===== src/rtl/imem_uart_loader_pkg.sv =====
// ---------------------------------------------------------------------------
// imem_uart_loader_pkg
// Shared definitions for the UART boot loader: loader FSM state encoding,
// default frame start marker and frame field widths.
// ---------------------------------------------------------------------------
package imem_uart_loader_pkg;

    localparam logic [7:0] SYNC_BYTE_DEFAULT = 8'h55;
    localparam int         BYTE_W            = 8;
    localparam int         WORD_W            = 16;
    localparam int         LEN_W             = 16;   // word count field, big-endian

    typedef enum logic [2:0] {
        ST_IDLE,
        ST_LEN_HI,
        ST_LEN_LO,
        ST_DATA_HI,
        ST_DATA_LO,
        ST_CSUM,
        ST_RUN,
        ST_ERR
    } loader_state_e;

endpackage


===== src/rtl/imem_uart_loader_if.sv =====
// ---------------------------------------------------------------------------
// imem_uart_loader_if
// Instruction RAM write port bundle driven by the boot loader.
//   w_addr : word address
//   din    : 16-bit write data
//   w_en   : one-cycle write strobe per word
// Modports: master (loader side), slave (RAM side).
// ---------------------------------------------------------------------------
interface imem_uart_loader_if
    import imem_uart_loader_pkg::*;
#(
    parameter int ADDR_W = 12
);
    logic [ADDR_W-1:0] w_addr;
    logic [WORD_W-1:0] din;
    logic              w_en;

    modport master (output w_addr, output din, output w_en);
    modport slave  (input  w_addr, input  din, input  w_en);
endinterface


===== src/rtl/imem_uart_loader_uart_rx_byte.sv =====
// ---------------------------------------------------------------------------
// uart_rx_byte
// 8N1 UART byte receiver, LSB first, idle high.
//   clk, reset : system clock, synchronous active-high reset
//   rx         : asynchronous serial input (2-flop synchronised here)
//   data       : last received byte, valid while byte_valid is high
//   byte_valid : one-cycle pulse after a byte with a good stop bit
//   frame_err  : one-cycle pulse after a byte whose stop bit sampled low
// A falling edge is rechecked half a bit later; if the line is high again
// it was a glitch and the receiver returns to idle. After the stop-bit
// sample the receiver rearms immediately.
// ---------------------------------------------------------------------------
module uart_rx_byte
    import imem_uart_loader_pkg::*;
#(
    parameter int CLKS_PER_BIT = 104
) (
    input  logic              clk,
    input  logic              reset,
    input  logic              rx,
    output logic [BYTE_W-1:0] data,
    output logic              byte_valid,
    output logic              frame_err
);
    localparam int               CNT_W   = $clog2(CLKS_PER_BIT);
    localparam logic [CNT_W-1:0] HALF_M1 = CNT_W'(CLKS_PER_BIT / 2 - 1);
    localparam logic [CNT_W-1:0] FULL_M1 = CNT_W'(CLKS_PER_BIT - 1);

    typedef enum logic [1:0] {RX_IDLE, RX_START, RX_DATA, RX_STOP} rx_state_e;

    rx_state_e         state_q, state_d;
    logic              rx_meta_q, rx_sync_q;
    logic [CNT_W-1:0]  cnt_q, cnt_d;
    logic [2:0]        bit_q, bit_d;
    logic [BYTE_W-1:0] shift_q, shift_d;
    logic              valid_q, valid_d;
    logic              ferr_q, ferr_d;

    always_ff @(posedge clk) begin
        if (reset) begin
            rx_meta_q <= 1'b1;
            rx_sync_q <= 1'b1;
            state_q   <= RX_IDLE;
            cnt_q     <= '0;
            bit_q     <= '0;
            shift_q   <= '0;
            valid_q   <= 1'b0;
            ferr_q    <= 1'b0;
        end else begin
            rx_meta_q <= rx;
            rx_sync_q <= rx_meta_q;
            state_q   <= state_d;
            cnt_q     <= cnt_d;
            bit_q     <= bit_d;
            shift_q   <= shift_d;
            valid_q   <= valid_d;
            ferr_q    <= ferr_d;
        end
    end

    always_comb begin
        state_d = state_q;
        cnt_d   = cnt_q + 1'b1;
        bit_d   = bit_q;
        shift_d = shift_q;
        valid_d = 1'b0;
        ferr_d  = 1'b0;
        case (state_q)
            RX_IDLE: begin
                cnt_d = '0;
                if (!rx_sync_q) state_d = RX_START;
            end
            RX_START: begin
                // Mid start bit: a line already back high was only a glitch.
                if (cnt_q == HALF_M1) begin
                    cnt_d   = '0;
                    bit_d   = '0;
                    state_d = rx_sync_q ? RX_IDLE : RX_DATA;
                end
            end
            RX_DATA: begin
                if (cnt_q == FULL_M1) begin
                    cnt_d   = '0;
                    shift_d = {rx_sync_q, shift_q[BYTE_W-1:1]};
                    bit_d   = bit_q + 3'd1;
                    if (bit_q == 3'd7) state_d = RX_STOP;
                end
            end
            RX_STOP: begin
                if (cnt_q == FULL_M1) begin
                    cnt_d   = '0;
                    valid_d = rx_sync_q;
                    ferr_d  = !rx_sync_q;
                    state_d = RX_IDLE;
                end
            end
            default: state_d = RX_IDLE;
        endcase
    end

    assign data       = shift_q;
    assign byte_valid = valid_q;
    assign frame_err  = ferr_q;
endmodule


===== src/rtl/imem_uart_loader.sv =====
// ---------------------------------------------------------------------------
// imem_uart_loader
// UART boot loader for the instruction RAM write port. Receives the frame
//   SYNC_BYTE, LEN_HI, LEN_LO, N x {HI, LO} [, CSUM]
// writes each 16-bit word to i_ram and releases the CPU once the image is
// accepted.
//   clk, reset : system clock, synchronous active-high reset
//   rx         : UART input (idle high, 8N1)
//   wr         : i_ram write port (w_addr, din, w_en), master side
//   cpu_hold   : high keeps the CPU in reset
//   done       : image accepted, sticky until reset
//   error      : last frame rejected, cleared by the next SYNC_BYTE
// Build option LOADER_CHECKSUM_EN: when defined, a trailing CSUM byte (mod-256
// sum of LEN_HI, LEN_LO and all data bytes) is required and checked; when
// undefined the frame ends after the last word.
// ---------------------------------------------------------------------------
module imem_uart_loader
    import imem_uart_loader_pkg::*;
#(
    parameter int          CLKS_PER_BIT = 104,
    parameter int          ADDR_W       = 12,
    parameter logic [7:0]  SYNC_BYTE    = SYNC_BYTE_DEFAULT
) (
    input  logic                clk,
    input  logic                reset,
    input  logic                rx,
    imem_uart_loader_if.master  wr,
    output logic                cpu_hold,
    output logic                done,
    output logic                error
);
    localparam int unsigned MAX_WORDS = 32'd1 << ADDR_W;

    logic [BYTE_W-1:0] rx_data;
    logic              rx_valid;
    logic              rx_ferr;

    uart_rx_byte #(.CLKS_PER_BIT(CLKS_PER_BIT)) u_rx (
        .clk        (clk),
        .reset      (reset),
        .rx         (rx),
        .data       (rx_data),
        .byte_valid (rx_valid),
        .frame_err  (rx_ferr)
    );

    loader_state_e     state_q, state_d;
    logic [BYTE_W-1:0] len_hi_q, len_hi_d;
    logic [BYTE_W-1:0] hi_q, hi_d;
    logic [ADDR_W-1:0] idx_q, idx_d;
    logic [ADDR_W-1:0] last_q, last_d;
    logic [ADDR_W-1:0] w_addr_q, w_addr_d;
    logic [WORD_W-1:0] din_q, din_d;
    logic              w_en_q, w_en_d;
    logic              done_q, done_d;
    logic              cpu_hold_q, cpu_hold_d;
    logic              error_q, error_d;
    logic [LEN_W-1:0]  len_n;
`ifdef LOADER_CHECKSUM_EN
    logic [BYTE_W-1:0] sum_q, sum_d;
`endif

    always_ff @(posedge clk) begin
        if (reset) begin
            state_q    <= ST_IDLE;
            len_hi_q   <= '0;
            hi_q       <= '0;
            idx_q      <= '0;
            last_q     <= '0;
            w_addr_q   <= '0;
            din_q      <= '0;
            w_en_q     <= 1'b0;
            done_q     <= 1'b0;
            cpu_hold_q <= 1'b1;
            error_q    <= 1'b0;
`ifdef LOADER_CHECKSUM_EN
            sum_q      <= '0;
`endif
        end else begin
            state_q    <= state_d;
            len_hi_q   <= len_hi_d;
            hi_q       <= hi_d;
            idx_q      <= idx_d;
            last_q     <= last_d;
            w_addr_q   <= w_addr_d;
            din_q      <= din_d;
            w_en_q     <= w_en_d;
            done_q     <= done_d;
            cpu_hold_q <= cpu_hold_d;
            error_q    <= error_d;
`ifdef LOADER_CHECKSUM_EN
            sum_q      <= sum_d;
`endif
        end
    end

    always_comb begin
        state_d    = state_q;
        len_hi_d   = len_hi_q;
        hi_d       = hi_q;
        idx_d      = idx_q;
        last_d     = last_q;
        w_addr_d   = w_addr_q;
        din_d      = din_q;
        w_en_d     = 1'b0;
        done_d     = done_q;
        cpu_hold_d = cpu_hold_q;
        error_d    = error_q;
        len_n      = {len_hi_q, rx_data};

        // A broken stop bit aborts any frame in progress; idle and run ignore it.
        if (rx_ferr && !(state_q inside {ST_IDLE, ST_RUN, ST_ERR})) begin
            state_d = ST_ERR;
        end else begin
            case (state_q)
                ST_IDLE: begin
                    if (rx_valid && rx_data == SYNC_BYTE) begin
                        error_d = 1'b0;
                        state_d = ST_LEN_HI;
                    end
                end
                ST_LEN_HI: begin
                    if (rx_valid) begin
                        len_hi_d = rx_data;
                        state_d  = ST_LEN_LO;
                    end
                end
                ST_LEN_LO: begin
                    if (rx_valid) begin
                        if ({16'd0, len_n} > MAX_WORDS) begin
                            state_d = ST_ERR;
                        end else if (len_n == '0) begin
`ifdef LOADER_CHECKSUM_EN
                            state_d = ST_CSUM;
`else
                            state_d = ST_RUN;
`endif
                        end else begin
                            idx_d   = '0;
                            // The bound check above keeps N-1 inside ADDR_W bits.
                            last_d  = ADDR_W'(len_n - LEN_W'(1));
                            state_d = ST_DATA_HI;
                        end
                    end
                end
                ST_DATA_HI: begin
                    if (rx_valid) begin
                        hi_d    = rx_data;
                        state_d = ST_DATA_LO;
                    end
                end
                ST_DATA_LO: begin
                    if (rx_valid) begin
                        din_d    = {hi_q, rx_data};
                        w_addr_d = idx_q;
                        w_en_d   = 1'b1;
                        idx_d    = idx_q + 1'b1;
                        if (idx_q == last_q) begin
`ifdef LOADER_CHECKSUM_EN
                            state_d = ST_CSUM;
`else
                            state_d = ST_RUN;
`endif
                        end else begin
                            state_d = ST_DATA_HI;
                        end
                    end
                end
`ifdef LOADER_CHECKSUM_EN
                ST_CSUM: begin
                    if (rx_valid) begin
                        if (rx_data == sum_q) begin
                            done_d     = 1'b1;
                            cpu_hold_d = 1'b0;
                            state_d    = ST_RUN;
                        end else begin
                            state_d = ST_ERR;
                        end
                    end
                end
`endif
                ST_RUN: begin
                    // Entering RUN from the last write delays done by a cycle,
                    // so done never coincides with w_en.
                    done_d     = 1'b1;
                    cpu_hold_d = 1'b0;
                end
                ST_ERR: begin
                    error_d    = 1'b1;
                    cpu_hold_d = 1'b1;
                    state_d    = ST_IDLE;
                end
                default: state_d = ST_IDLE;
            endcase
        end

`ifdef LOADER_CHECKSUM_EN
        sum_d = sum_q;
        if (state_q == ST_IDLE && rx_valid && rx_data == SYNC_BYTE)
            sum_d = '0;
        else if (rx_valid && state_q inside {ST_LEN_HI, ST_LEN_LO, ST_DATA_HI, ST_DATA_LO})
            sum_d = sum_q + rx_data;
`endif
    end

    assign wr.w_addr = w_addr_q;
    assign wr.din    = din_q;
    assign wr.w_en   = w_en_q;
    assign cpu_hold  = cpu_hold_q;
    assign done      = done_q;
    assign error     = error_q;
endmodule


===== src/flat_wrapper.sv =====
// flat-port wrapper written by rule: the top's interface ports become plain ports
module imem_uart_loader_flat import imem_uart_loader_pkg::*;
#(
    parameter int          CLKS_PER_BIT = 104,
    parameter int          ADDR_W       = 12,
    parameter logic [7:0]  SYNC_BYTE    = SYNC_BYTE_DEFAULT
)
  (clk, reset, rx, cpu_hold, done, error, wr_w_addr, wr_din, wr_w_en);
  imem_uart_loader_if #(.ADDR_W(ADDR_W)) wr_i ();
  input  logic clk;
  input  logic reset;
  input  logic rx;
  output logic cpu_hold;
  output logic done;
  output logic error;
  output wire logic [$bits(wr_i.w_addr)-1:0] wr_w_addr;
  output wire logic [$bits(wr_i.din)-1:0] wr_din;
  output wire logic [$bits(wr_i.w_en)-1:0] wr_w_en;
  assign wr_w_addr = wr_i.w_addr;
  assign wr_din = wr_i.din;
  assign wr_w_en = wr_i.w_en;
  imem_uart_loader #(.CLKS_PER_BIT(CLKS_PER_BIT), .ADDR_W(ADDR_W), .SYNC_BYTE(SYNC_BYTE)) u_core (.clk(clk), .reset(reset), .rx(rx), .wr(wr_i), .cpu_hold(cpu_hold), .done(done), .error(error));
endmodule

===== config.mk =====
export PLATFORM = sky130hd
export DESIGN_NAME = imem_uart_loader_flat
export DESIGN_NICKNAME = d
export VERILOG_FILES = /design/src/rtl/imem_uart_loader_pkg.sv /design/src/rtl/imem_uart_loader_if.sv /design/src/rtl/imem_uart_loader_uart_rx_byte.sv /design/src/rtl/imem_uart_loader.sv /design/src/flat_wrapper.sv
export SDC_FILE = /design/constraint.sdc
export NUM_CORES = 1
export LEC_CHECK = 0
export CAP_MARGIN = 40
export CORE_ASPECT_RATIO = 1.25
export CORE_MARGIN = 10
export CORE_UTILIZATION = 50
export CTS_BUF_LIST = sky130_fd_sc_hd__clkbuf_16
export CTS_CLUSTER_SIZE = 25
export DETAILED_ROUTE_END_ITERATION = 12
export GPL_ROUTABILITY_DRIVEN = 0
export GPL_TIMING_DRIVEN = 0
export PLACE_DENSITY = 0.79
export RECOVER_POWER = 50
export SETUP_SLACK_MARGIN = 0.3
export SLEW_MARGIN = 20
export SYNTH_ARGS = -nofsm -noshare
export SYNTH_HDL_FRONTEND = slang
export SYNTH_SLANG_ARGS = --single-unit

===== constraint.sdc =====
create_clock -name clk -period 4.8 [get_ports clk]
set_clock_uncertainty 0.05 [all_clocks]
set_input_delay 1.44 -clock clk [delete_from_list [all_inputs] [get_ports clk]]
set_output_delay 1.44 -clock clk [all_outputs]
set_load 0.05 [all_outputs]

======== Word-level counts from Yosys, hierarchy flattened ========
Cells that the tools add are included.
word-level totals
  bits in registers ....................... 99
  input bits .............................. 3
operators by class
  $add $sub $neg .......................... 4
  equal/unequal tests ..................... 30
  reductions and logical operators ........ 27
  bitwise operators ....................... 6
  mux-type cells .......................... 32
  magnitude comparators ................... 1
operators by type and width
  cell                                                              number
  2-to-1 mux 12 bit                                                 4
  2-to-1 mux 3 bit                                                  11
  case mux 12 bit (2 select lines)                                  1
  inequality test 2 bit (second input constant)                     11
  case mux 7 bit (3 select lines)                                   1
  case mux 3 bit (6 select lines)                                   1
  greater-than comparator 16 x 13 -> 1 bit (second input constant)  1
  logical NOT 16 bit                                                1
  AND reduction 3 bit                                               5
  2-to-1 mux 7 bit                                                  2
  adder 12 x 1 -> 12 bit (second input constant)                    1
  equality test 12 bit                                              1
  equality test 3 bit (second input constant)                       4
  2-to-1 mux 2 bit                                                  6
  inequality test 3 x 2 -> 1 bit (second input constant)            4
  AND reduction 6 bit                                               2
  subtractor 12 x 1 -> 12 bit (second input constant)               1
  AND reduction 5 bit                                               2
  equality test 8 x 7 -> 1 bit (second input constant)              1
  case mux 2 bit (4 select lines)                                   1
  nonzero test 2 bit                                                4
  adder 7 x 1 -> 7 bit (second input constant)                      1
  equality test 7 x 6 -> 1 bit (second input constant)              1
  equality test 7 bit (second input constant)                       1
  18 further kinds                                                  32

======== Logic depth before layout (Yosys ltp) ========
  depth after elaboration ................. 6
  mapped depth ............................ 9

======== Modules after synthesis ========
Synthesis repeated with hierarchy kept, for this count alone.
second synthesis, totals
  cell total of the unflattened synthesis .. 520
  area total of the unflattened synthesis .. 4455.5 um^2
by module, submodules not included
  module            area each (um^2)  cells an instance  times used
  imem_uart_loader  3418.3            409                1
  uart_rx_byte      1037.2            111                1

======== Least setup slack after synthesis ========
Ideal clock, no wire load.
  kind .................................... input port to flip-flop
  from .................................... input reset
  to ...................................... register u_core.idx_q[5]
  data arrival time ....................... 2.266 ns
  library setup time ...................... 0.059 ns
  required time ........................... 4.691 ns
  setup slack ............................. 2.425 ns
  stages .................................. 4
  path through ............................ inv_1 nand2_1 or4_1 nand2_1
RTL lines
  element               line                    text
  start, declared       flat_wrapper.sv:11      input logic reset;
  end signal, assigned  imem_uart_loader.sv:83  idx_q <= idx_d;
  end, declared         imem_uart_loader.sv:50  logic [ADDR_W-1:0] idx_q, idx_d;

======== Worst setup path in the final report ========
  from .................................... register u_core.din_q[2], in the netlist u_core.wr.din[2]
  to ...................................... output wr_din[2]
RTL lines
  element                 line                    text
  start, declared         imem_uart_loader.sv:53  logic [WORD_W-1:0] din_q, din_d;
  start signal, assigned  imem_uart_loader.sv:86  din_q <= din_d;
  end, declared           flat_wrapper.sv:17      output wire logic [$bits(wr_i.din)-1:0] wr_din;
No word-level cell between the ends.

==> qor.txt <==
Outcome = completed
CP endpoint kind = output port
Distinct cells, synth = 52
Final wirelength = 10300 um
CP endpoint = wr_din[2]
Worst slew pin tran = 0.658 ns
CTS Buf Count = 9
CP Cell Sequence = clkdlybuf4s50_1
Area growth syn-to-layout = 16.9%
Die area = 13200 um2
Num rows = 38
Unrepaired setup endpoints after global routing = no
Syn nets = 541
Worst r2r src = u_core.u_rx.data[1]
Worst path depth = 1
Final cell count without fillers = 700
Boundary Pins = 35
Slew headroom = 0.557
Sequential power share = 0.546
Antenna Cells = 0
Crit-path leading delay family = buffers and inverters
Total grt overflow = 0
Design area = 5230 um2
Core Footprint = 8700 um2
Worst path required time = 3.31 ns
CP Launch Point = u_core.wr.din[2]
P per Cell Area = 289 nW/um2
Sw frac = 0.222
Clk network pwr share = 0.438
Setup TNS = 0 ns
Worst path buffer plus inverter count = 1
Endpoints failing hold = 0
Hpwl dp = 7570 um
WHS = 0.371 ns
CP peak stage delay = 0.84 ns
Die W = 105 um
Register area share after synthesis = 0.443
R2R depth = 8
Final Cycle Share = 0.634
Most common cell after layout, fill and taps aside = dfxtp_1
Async set-reset flop share out of synthesis = 0
Largest net degree at the start of global routing = 17
Syn avg cell area = 8.42 um2
Synth top area cells = dfxtp_1 (44%), nand2_1 (8.1%), a21oi_1 (7.0%), mux2i_1 (5.1%), nor2_1 (5.0%)
Routed vias = 3799
Vias/cell = 5.43
IO Port Bufs = 34
Post-synth top area cell = dfxtp_1
Cell Area, Placed = 4960 um2
Max clock buf depth = 2
Initial core utilization = 0.514
Post-CTS resize count = 0
Max Clk Rate = 329 MHz
Critical path arrival = 1.55 ns
Chip height = 126 um
Drt wl/cell = 14.8 um
Antenna Nets Post-Route = 0
Synthesized area = 4470 um2
Crit Path Class = register to output port
Proportion of layout cells with a drive suffix above 1 = 0.0690
All-Layer GR Usage = 0.160
Flop-to-flop setup slack = 2.44 ns
H-tree depth = 3
CP Max Fanout = 2
Post-synthesis register bit count = 99
Static Leakage = 1.90 nW
Most frequent cells in the layout = dfxtp_1 (99), nand2_1 (96), a21oi_1 (63)
Min Clock Period, post-route = 3.04 ns
Worst-path clk slew = 0.07 ns
DRT Pass-1 Iters = 5
First-pass GRT wire length = 17600 um
# hold bufs at CTS = 0
# setup viols final = 0
Int Pwr = 1.18 mW
Synth Flop Type = dfxtp_1
Clk sinks = 99
Synth Warn # = 0
Final worst slack = 1.76 ns
CTS tree = built
Combinational power share = 0.016
Root Buffer = clkbuf_16
# DRC = 0
Number of global-route vias before repair = 3790
Max Slew Vio Count = 0
Initial antenna violation count = 0
Net switching power = 0.335 mW
Max-cap violations = 0
Worst path slowest cell = clkdlybuf4s50_1
Post-synth top area share = 0.443
Critical path startpoint category = register
DP Worst Slack = 1.61 ns
HP Class = register to register
Post-CTS Setup Bufs = 0
Dpl cells = 685
Later-pin clock latency in the skew report = 0.35 ns
R2r endpoint = u_core.idx_q[5]
Final net count = 586
Starting DRT DRC Count = 286
Worst vdd ir = 0.000228 V
Synthesized instance count = 531
Post-synth EDFFs = 0
## per-layer routing
layer | track usage | vias up | routed length [um]
li1 | - | 1893 | -
met1 | 0.175 | 1809 | 4240
met2 | 0.278 | 70 | 5390
met3 | 0.0357 | 27 | 349
met4 | 0.0906 | 0 | 360
met5 | 0 | - | 0
## flip-flops by register name, indices dropped and copies added, names as in the netlist, 3 cells and up, named ones only
name,count
u_core.hi_q,8
u_core.wr.din,16
u_core.len_hi_q,8
u_core.wr.w_addr,12
u_core.u_rx.data,8
u_core.last_q,12
u_core.u_rx.cnt_q,7
u_core.idx_q,12
u_core.u_rx.bit_q,3
u_core.state_q,3
## power groups by stage
stage                     clock network [mW]  registers (mW)  logic [mW]
after floorplan                            0           0.843      0.0153
after global placement                     0           0.844      0.0238
after detailed placement                   0           0.844      0.0245
after CTS                              0.668           0.825      0.0246
after global routing                   0.702           0.825      0.0271
final                                  0.663           0.825      0.0243
## metrics by stage
step	util	power [mW]
after CTS	0.601	1.52
after global placement	0.570	0.867
after floorplan	-	0.858
final	0.601	1.51
after global routing	0.601	1.55
after detailed placement	0.570	0.868
## Yosys cell counts (all sizes together), types with 3 or more instances
master  number
nor2        60
nor4         7
nor4b        4
dfxtp       99
clkbuf      19
and2         4
o21ai       17
inv          9
mux2i       24
buf         14
nand2       96
or2          3
xnor2       19
or3          7
a21oi       63
mux2         3
nor3         7
nand3       13
ha           7
nand4       10
nor2b        5
xor2        10
and3         5
## logic make-up after synthesis
kind of cell               after synthesis  share of synthesized area
adders and majority gates                7                     0.0196
AOI/OAI and AO/OA                       96                      0.118
DFF                                     99                      0.443
xor gates and xnor gates                29                     0.0568
buffers and inverters                   42                     0.0467
muxes                                   27                     0.0641
and+or+nand+nor                        231                      0.252
## final cells by class
cell class / instances / area (um2)
multi-input combinational: 390 / 2280
timing repair buffer: 34 / 340
fill: 770 / 3470
sequential: 99 / 1980
tap: 120 / 150
inverter: 9 / 33.8
buffer: 33 / 175
clock buffer: 9 / 225
clock inverter: 6 / 41.3
## worst min-delay path by stage
stage / depth (start not counted) / slack (ns) / endpoint / start
after floorplan: 1 / 0.34 / u_core.u_rx.rx_sync_q / u_core.u_rx.rx_meta_q
after global placement: 1 / 0.35 / u_core.u_rx.rx_sync_q / u_core.u_rx.rx_meta_q
after detailed placement: 1 / 0.36 / u_core.u_rx.rx_sync_q / u_core.u_rx.rx_meta_q
after CTS: 1 / 0.38 / u_core.u_rx.rx_sync_q / u_core.u_rx.rx_meta_q
after global routing: 1 / 0.41 / u_core.u_rx.rx_sync_q / u_core.u_rx.rx_meta_q
final: 1 / 0.37 / u_core.u_rx.rx_sync_q / u_core.u_rx.rx_meta_q
(Power assumes the default switching activity.)
